<file path="config.mk">
export PLATFORM = sky130hd
export DESIGN_NAME = filter_scheduler
export DESIGN_NICKNAME = d
export VERILOG_FILES = /design/src/rtl/filter_scheduler.sv
export SDC_FILE = /design/constraint.sdc
export NUM_CORES = 1
export LEC_CHECK = 0
export CORE_MARGIN = 2
export CORE_UTILIZATION = 35
export CTS_CLUSTER_DIAMETER = 100
export DETAILED_ROUTE_END_ITERATION = 7
export MAX_ROUTING_LAYER = met4
export SETUP_SLACK_MARGIN = 0.5
export SYNTH_ARGS = -nofsm -noshare
export SYNTH_HDL_FRONTEND = slang
export SYNTH_SLANG_ARGS = --single-unit
</file>
<file path="constraint.sdc">
create_clock -name clk -period 3.9 [get_ports clk]
set_input_delay 0.78 -clock clk [delete_from_list [all_inputs] [get_ports clk]]
set_output_delay 0.78 -clock clk [all_outputs]
set_load 0.01 [all_outputs]
</file>
<file path="src/rtl/filter_scheduler.sv">
// filter_scheduler: per-channel hysteresis debounce on a programmable sample
// tick. Level changes are arbitrated round-robin into a small event FIFO.
//
// Ports:
//   clk, rst_n        system clock, asynchronous active-low reset
//   data_in[CH]       pre-synchronised raw inputs
//   cfg_we            single-cycle config load strobe
//   cfg_presc         sample period minus 1
//   cfg_n             counter saturation value
//   cfg_bound         hysteresis high threshold
//   cfg_err           sticky: last cfg_we was rejected
//   level_out[CH]     filtered levels
//   evt_valid/ready   event FIFO head handshake
//   evt_ch, evt_rise  head event: channel and direction (1 = rising)
//   overflow[CH]      sticky per-channel lost-edge flags
module filter_scheduler #(
  parameter int unsigned CH    = 4,
  parameter int unsigned WD    = 3,
  parameter int unsigned PW    = 8,
  parameter int unsigned DEPTH = 4
) (
  input  logic                   clk,
  input  logic                   rst_n,
  input  logic [CH-1:0]          data_in,
  input  logic                   cfg_we,
  input  logic [PW-1:0]          cfg_presc,
  input  logic [WD-1:0]          cfg_n,
  input  logic [WD-1:0]          cfg_bound,
  output logic                   cfg_err,
  output logic [CH-1:0]          level_out,
  output logic                   evt_valid,
  input  logic                   evt_ready,
  output logic [$clog2(CH)-1:0]  evt_ch,
  output logic                   evt_rise,
  output logic [CH-1:0]          overflow
);

  localparam int unsigned CHW = $clog2(CH);
  localparam int unsigned AW  = $clog2(DEPTH);
  localparam int unsigned CW  = AW + 1;

  typedef struct packed {
    logic [CHW-1:0] ch;
    logic           rise;
  } evt_t;

  // Registered state
  logic [PW-1:0]  presc_q, pcnt_q;
  logic [WD-1:0]  n_q, bound_q;
  logic [WD-1:0]  cnt_q [CH];
  logic [CH-1:0]  pending_q, dir_q;
  logic [CHW-1:0] rr_q;
  evt_t           mem_q [DEPTH];
  logic [AW-1:0]  wr_q, rd_q;
  logic [CW-1:0]  count_q;

  // Next-state values
  logic [PW-1:0]  presc_nx, pcnt_nx;
  logic [WD-1:0]  n_nx, bound_nx;
  logic           err_nx;
  logic [WD-1:0]  cnt_upd [CH];
  logic [WD-1:0]  cnt_nx  [CH];
  logic [CH-1:0]  lvl_upd, lvl_nx, pend_nx, dir_nx, ovf_nx;
  logic [CHW-1:0] rr_nx;
  logic [AW-1:0]  wr_nx, rd_nx;
  logic [CW-1:0]  count_nx;
  logic           vld_nx;
  evt_t           head_nx, push_d;

  // Combinational helpers
  logic           cfg_ok_c, cfg_acc_c, tick_c;
  logic [WD-1:0]  lo_thr_c;
  logic [CH-1:0]  chg_c, gnt_oh_c;
  logic [CHW-1:0] gnt_idx_c, arb_idx_c;
  logic           gnt_hit_c, full_c, push_c, pop_c;

  // Config validity: bound <= n and the two hysteresis regions do not overlap
  assign cfg_ok_c  = (cfg_bound <= cfg_n) &&
                     ({1'b0, cfg_bound} > ({1'b0, cfg_n} - {1'b0, cfg_bound}));
  assign cfg_acc_c = cfg_we && cfg_ok_c;
  // A config strobe swallows the tick of the same cycle
  assign tick_c    = !cfg_we && (pcnt_q == presc_q);
  assign lo_thr_c  = n_q - bound_q;

  // Saturating debounce counters and hysteresis level per channel
  always_comb begin
    for (int i = 0; i < CH; i++) begin
      cnt_upd[i] = cnt_q[i];
      lvl_upd[i] = level_out[i];
      if (tick_c) begin
        if (data_in[i] && (cnt_q[i] < n_q))
          cnt_upd[i] = cnt_q[i] + WD'(1);
        else if (!data_in[i] && (cnt_q[i] != '0))
          cnt_upd[i] = cnt_q[i] - WD'(1);
        if (cnt_upd[i] <= lo_thr_c)
          lvl_upd[i] = 1'b0;
        else if (cnt_upd[i] >= bound_q)
          lvl_upd[i] = 1'b1;
      end
    end
  end

  assign chg_c = lvl_upd ^ level_out;

  // Round-robin search: first pending channel at or after rr_q
  always_comb begin
    gnt_hit_c = 1'b0;
    gnt_idx_c = '0;
    arb_idx_c = '0;
    for (int k = 0; k < CH; k++) begin
      arb_idx_c = rr_q + CHW'(k);
      if (!gnt_hit_c && pending_q[arb_idx_c]) begin
        gnt_hit_c = 1'b1;
        gnt_idx_c = arb_idx_c;
      end
    end
  end

  assign full_c   = (count_q == CW'(DEPTH));
  assign push_c   = gnt_hit_c && !full_c && !cfg_acc_c;
  assign pop_c    = evt_valid && evt_ready;
  assign gnt_oh_c = push_c ? (CH'(1) << gnt_idx_c) : '0;
  assign push_d   = '{ch: gnt_idx_c, rise: dir_q[gnt_idx_c]};

  // Control next-state: prescaler, config, pending/dir/overflow, rr pointer
  always_comb begin
    presc_nx = presc_q;
    n_nx     = n_q;
    bound_nx = bound_q;
    err_nx   = cfg_err;
    cnt_nx   = cnt_upd;
    lvl_nx   = lvl_upd;
    pend_nx  = (pending_q & ~gnt_oh_c) | chg_c;
    ovf_nx   = overflow | (chg_c & pending_q & ~gnt_oh_c);
    dir_nx   = dir_q;
    rr_nx    = push_c ? (gnt_idx_c + CHW'(1)) : rr_q;
    for (int i = 0; i < CH; i++)
      if (chg_c[i]) dir_nx[i] = lvl_upd[i];

    if (cfg_we)
      pcnt_nx = pcnt_q;
    else if (pcnt_q == presc_q)
      pcnt_nx = '0;
    else
      pcnt_nx = pcnt_q + PW'(1);

    if (cfg_we) begin
      if (cfg_ok_c) begin
        presc_nx = cfg_presc;
        n_nx     = cfg_n;
        bound_nx = cfg_bound;
        err_nx   = 1'b0;
        pcnt_nx  = '0;
        lvl_nx   = '0;
        pend_nx  = '0;
        dir_nx   = '0;
        ovf_nx   = '0;
        rr_nx    = '0;
        for (int i = 0; i < CH; i++) cnt_nx[i] = '0;
      end else begin
        err_nx = 1'b1;
      end
    end
  end

  // FIFO pointers and registered head
  always_comb begin
    rd_nx    = rd_q + AW'(pop_c);
    wr_nx    = wr_q + AW'(push_c);
    count_nx = count_q + CW'(push_c) - CW'(pop_c);
    vld_nx   = (count_nx != '0);
    // Head bypass when the new head is the entry being written this cycle
    if (push_c && (wr_q == rd_nx))
      head_nx = push_d;
    else
      head_nx = mem_q[rd_nx];
    if (!vld_nx)
      head_nx = '{ch: evt_ch, rise: evt_rise};
  end

  // State register
  always_ff @(posedge clk or negedge rst_n) begin
    if (!rst_n) begin
      presc_q   <= '0;
      n_q       <= WD'(7);
      bound_q   <= WD'(5);
      cfg_err   <= 1'b0;
      pcnt_q    <= '0;
      level_out <= '0;
      pending_q <= '0;
      dir_q     <= '0;
      overflow  <= '0;
      rr_q      <= '0;
      wr_q      <= '0;
      rd_q      <= '0;
      count_q   <= '0;
      evt_valid <= 1'b0;
      evt_ch    <= '0;
      evt_rise  <= 1'b0;
      for (int i = 0; i < CH; i++)    cnt_q[i] <= '0;
      for (int j = 0; j < DEPTH; j++) mem_q[j] <= '0;
    end else begin
      presc_q   <= presc_nx;
      n_q       <= n_nx;
      bound_q   <= bound_nx;
      cfg_err   <= err_nx;
      pcnt_q    <= pcnt_nx;
      level_out <= lvl_nx;
      pending_q <= pend_nx;
      dir_q     <= dir_nx;
      overflow  <= ovf_nx;
      rr_q      <= rr_nx;
      wr_q      <= wr_nx;
      rd_q      <= rd_nx;
      count_q   <= count_nx;
      evt_valid <= vld_nx;
      evt_ch    <= head_nx.ch;
      evt_rise  <= head_nx.rise;
      for (int i = 0; i < CH; i++) cnt_q[i] <= cnt_nx[i];
      if (push_c) mem_q[wr_q] <= push_d;
    end
  end

endmodule

</file>
==> run metrics <==
Synth top area share=35.4%; CP endpoint kind=flip-flop; Initial Util=36.0%; Critical-path top delay cell=fa_1; Clock transition at path regs=60 ps; initial antenna violation count=0; Seq. cell area=1910 µm²; first-pass GRT wire length=19.0 mm; placed insts=744; Skew-Pair Late Insertion Delay=340 ps; finished layout cell area=6260 µm²; TritonRoute pass-1 iters=5; Root Driver=clkbuf_16; WP data arrival=4380 ps; FMAX=241 MHz; GP Congestion=0.802; largest family of logic cells by synthesized area=adder cells; Synth Register Bits=76; total CTS buffers=9; Syn Nets=605; DR iter-0 viols=209; Syn-to-layout area delta=24.8%; Final Hold Viols=0; largest net degree at the start of global routing=77; Commonest cells post-synth=71 x dfrtp_1, 60 x ha_1, 54 x nand2_1; Final Util=44.9%; Synth Area in Adders=16.6%; Die ar.=15300 µm²; delay-heaviest family, CP=adder cells; Hold Buf Count CTS=0; clk_skew=5.14 ps; Tightest Pin Transition=991 ps; pre-CTS setup slack=-1350 ps; number of fill cells=1286; CP Buf/Inv Count=5; crit share post-route=106%; CP peak stage delay=420 ps; failing checks=negative setup slack; Crit path top cell by count=ha_4; layout cell share with drive strength beyond 1=18.8%; most common cell in the netlist=dfrtp_1; Cell Count, Final, Fillers Out=769; prevailing post-synth register cell=dfrtp_1; Avg Synthesized Cell Area=9.67 µm²; max-slew violations=0; area post-placement=5770 µm²; Unique masters post-synth=57; warning count from the yosys run=0; Final ANT Viol Nets=0; WL/cell=14.6 µm; Core ar.=13900 µm²; IO buf count=34; Yosys top cell by area=dfrtp_1; via count=3827; crit path cell chain=buf_8 > inv_12 > ha_4 > inv_2 > fa_2 > inv_2 > fa_1 > ha_4 > nand3b_1 > a22oi_2 > nand3_4 > nand2_8 > ha_4 > inv_2 > ha_4 > fa_2 > xnor2_2 > xnor2_2 > or3_4 > nand2_2 > a2bb2oi_2 > o21ai_1; Multi-input gate area=3020 µm²; synth top area cells=dfrtp_1 35%, ha_1 15%, xnor2_1 4.4%, nand2_1 4.0%, inv_1 3.7%; Setup TNS=-769 ps; Leak=2.82 nW; row cnt=43; Remaining Overflow, GRT=0; worst-path fanout max=3; mux contribution to synthesized area=5.11%; Max H-tree Level=3; RSZ-0062 raised after global routing=yes; Startpoint Class=input port; die width=124 µm; Diodes inserted=0; layout net count=671; post-synthesis simple-gate area fraction=16.1%; xor/xnor share of the synthesized area=5.41%; vias in the first global route=3999; Power Dens Cells=961 nW/µm²; Tot GR Track Use=16.4%; area of the mapped netlist=5020 µm²; Min Hold Slack=480 ps; outcome=finished, violations left; Setup WS post-layout=-252 ps; relative slew slack=33.9%; Cells after Synth=519; HPWL Detailed=8.23 mm; Via density=4.98; Ports=35; Setup Viol. Count Final=4; clk sinks=76; total power=6.02 mW; Post-synth ARST share=100%; register area share after synthesis=38.0%; CTS tree=built; DR DRC count=0; Synth Area in Compound Gates=13.6%; DRT Wirelength=11.3 mm; Tmin final=4150 ps; worst min-delay path class=reg -> reg; Die Span Y=124 µm; EDFF count, synth=0; CTS max path bufs=2; Peak VDD IR=362 µV; kind of critical path=in -> reg; max-capacitance violation count=0; Req. time, crit path=4120 ps
-- routing by layer --
metal | GRT usage, % | vias up | routed length [µm]
li1 | - | 1905 | -
met1 | 20.6 | 1859 | 5200
met2 | 27.3 | 54 | 5560
met3 | 2.70 | 9 | 366
met4 | 4.69 | 0 | 127
met5 | - | - | 0
-- cells in the final DEF, fill, tap and decap left out, drive strengths merged, types with 6 or more instances in the layout --
| cell type | count |
|---|---|
| a211oi | 6 |
| a21o | 6 |
| a21oi | 32 |
| a31oi | 7 |
| and2 | 7 |
| buf | 35 |
| clkbuf | 9 |
| clkdlybuf4s50 | 29 |
| dfrtp | 71 |
| ha | 60 |
| inv | 50 |
| mux2 | 9 |
| mux2i | 8 |
| nand2 | 55 |
| nand2b | 10 |
| nand3 | 10 |
| nor2 | 46 |
| nor2b | 8 |
| nor3b | 6 |
| o21ai | 28 |
| or3 | 6 |
| xnor2 | 25 |
| xor2 | 6 |
-- timing repair --
| action | CTS | global route |
|---|---|---|
| pin swaps | 11 | 7 |
| buffers inserted | 3 | 7 |
| gates resized for setup | 20 | 21 |
| setup endpoints to repair | 72 | 27 |
-- cell families after synthesis --
kind of cell	count (synthesis)
and+or+nand+nor	159
AOI/OAI and AO/OA	107
DFF	76
adders and majority gates	64
buffers and inverters	62
xor gates and xnor gates	31
muxes	20
-- power by group --
group | total [mW] | switching, mW | internal, mW
Clock | 0.900 | 0.342 | 0.558
Combinational | 3.71 | 1.97 | 1.74
Sequential | 1.41 | 0.295 | 1.12
Total | 6.02 | 2.60 | 3.42
-- final timing paths --
path                              from          end  slack, ps  depth (start not counted)
setup / recovery              cfg_n[0]     evt_rise       -250                         22
hold / removal             overflow[3]  overflow[3]        480                          2
setup reg to reg                n_q[1]  overflow[2]        700                         13
hold reg to reg            overflow[3]  overflow[3]        480                          2
max in group asynchronous        rst_n    evt_ch[0]       2660                          1
min in group asynchronous        rst_n     cnt_q[4]        610                          1
-- sequential cells by signal, summed over array words and instances, names as in the netlist, 2 cells and up --
name,flops
pending_q,4
dir_q,4
overflow,4
n_q,3
pcnt_q,8
rr_q,2
evt_ch,2
rd_q,2
presc_q,8
level_out,4
mem_q,12
bound_q,3
wr_q,2
count_q,3
cnt_q,12
-- area by class of cell --
class                      count  share of cell area, %
multi-input combinational    381                   48.3
timing repair buffer          66                   9.27
sequential                    76                   30.5
clock inverter                 6                   1.44
inverter                      51                   3.36
tap                          180                   3.60
clock buffer                   9                   3.60
-- tightest hold or removal path, delay by kind of cell, from the launching register on --
| family | cells | cell delay (ps) |
|---|---|---|
| and+or+nand+nor | 1 | 50 |
| AOI/OAI and AO/OA | 1 | 50 |
| DFF | 1 | 350 |
(Power assumes the default switching activity.)
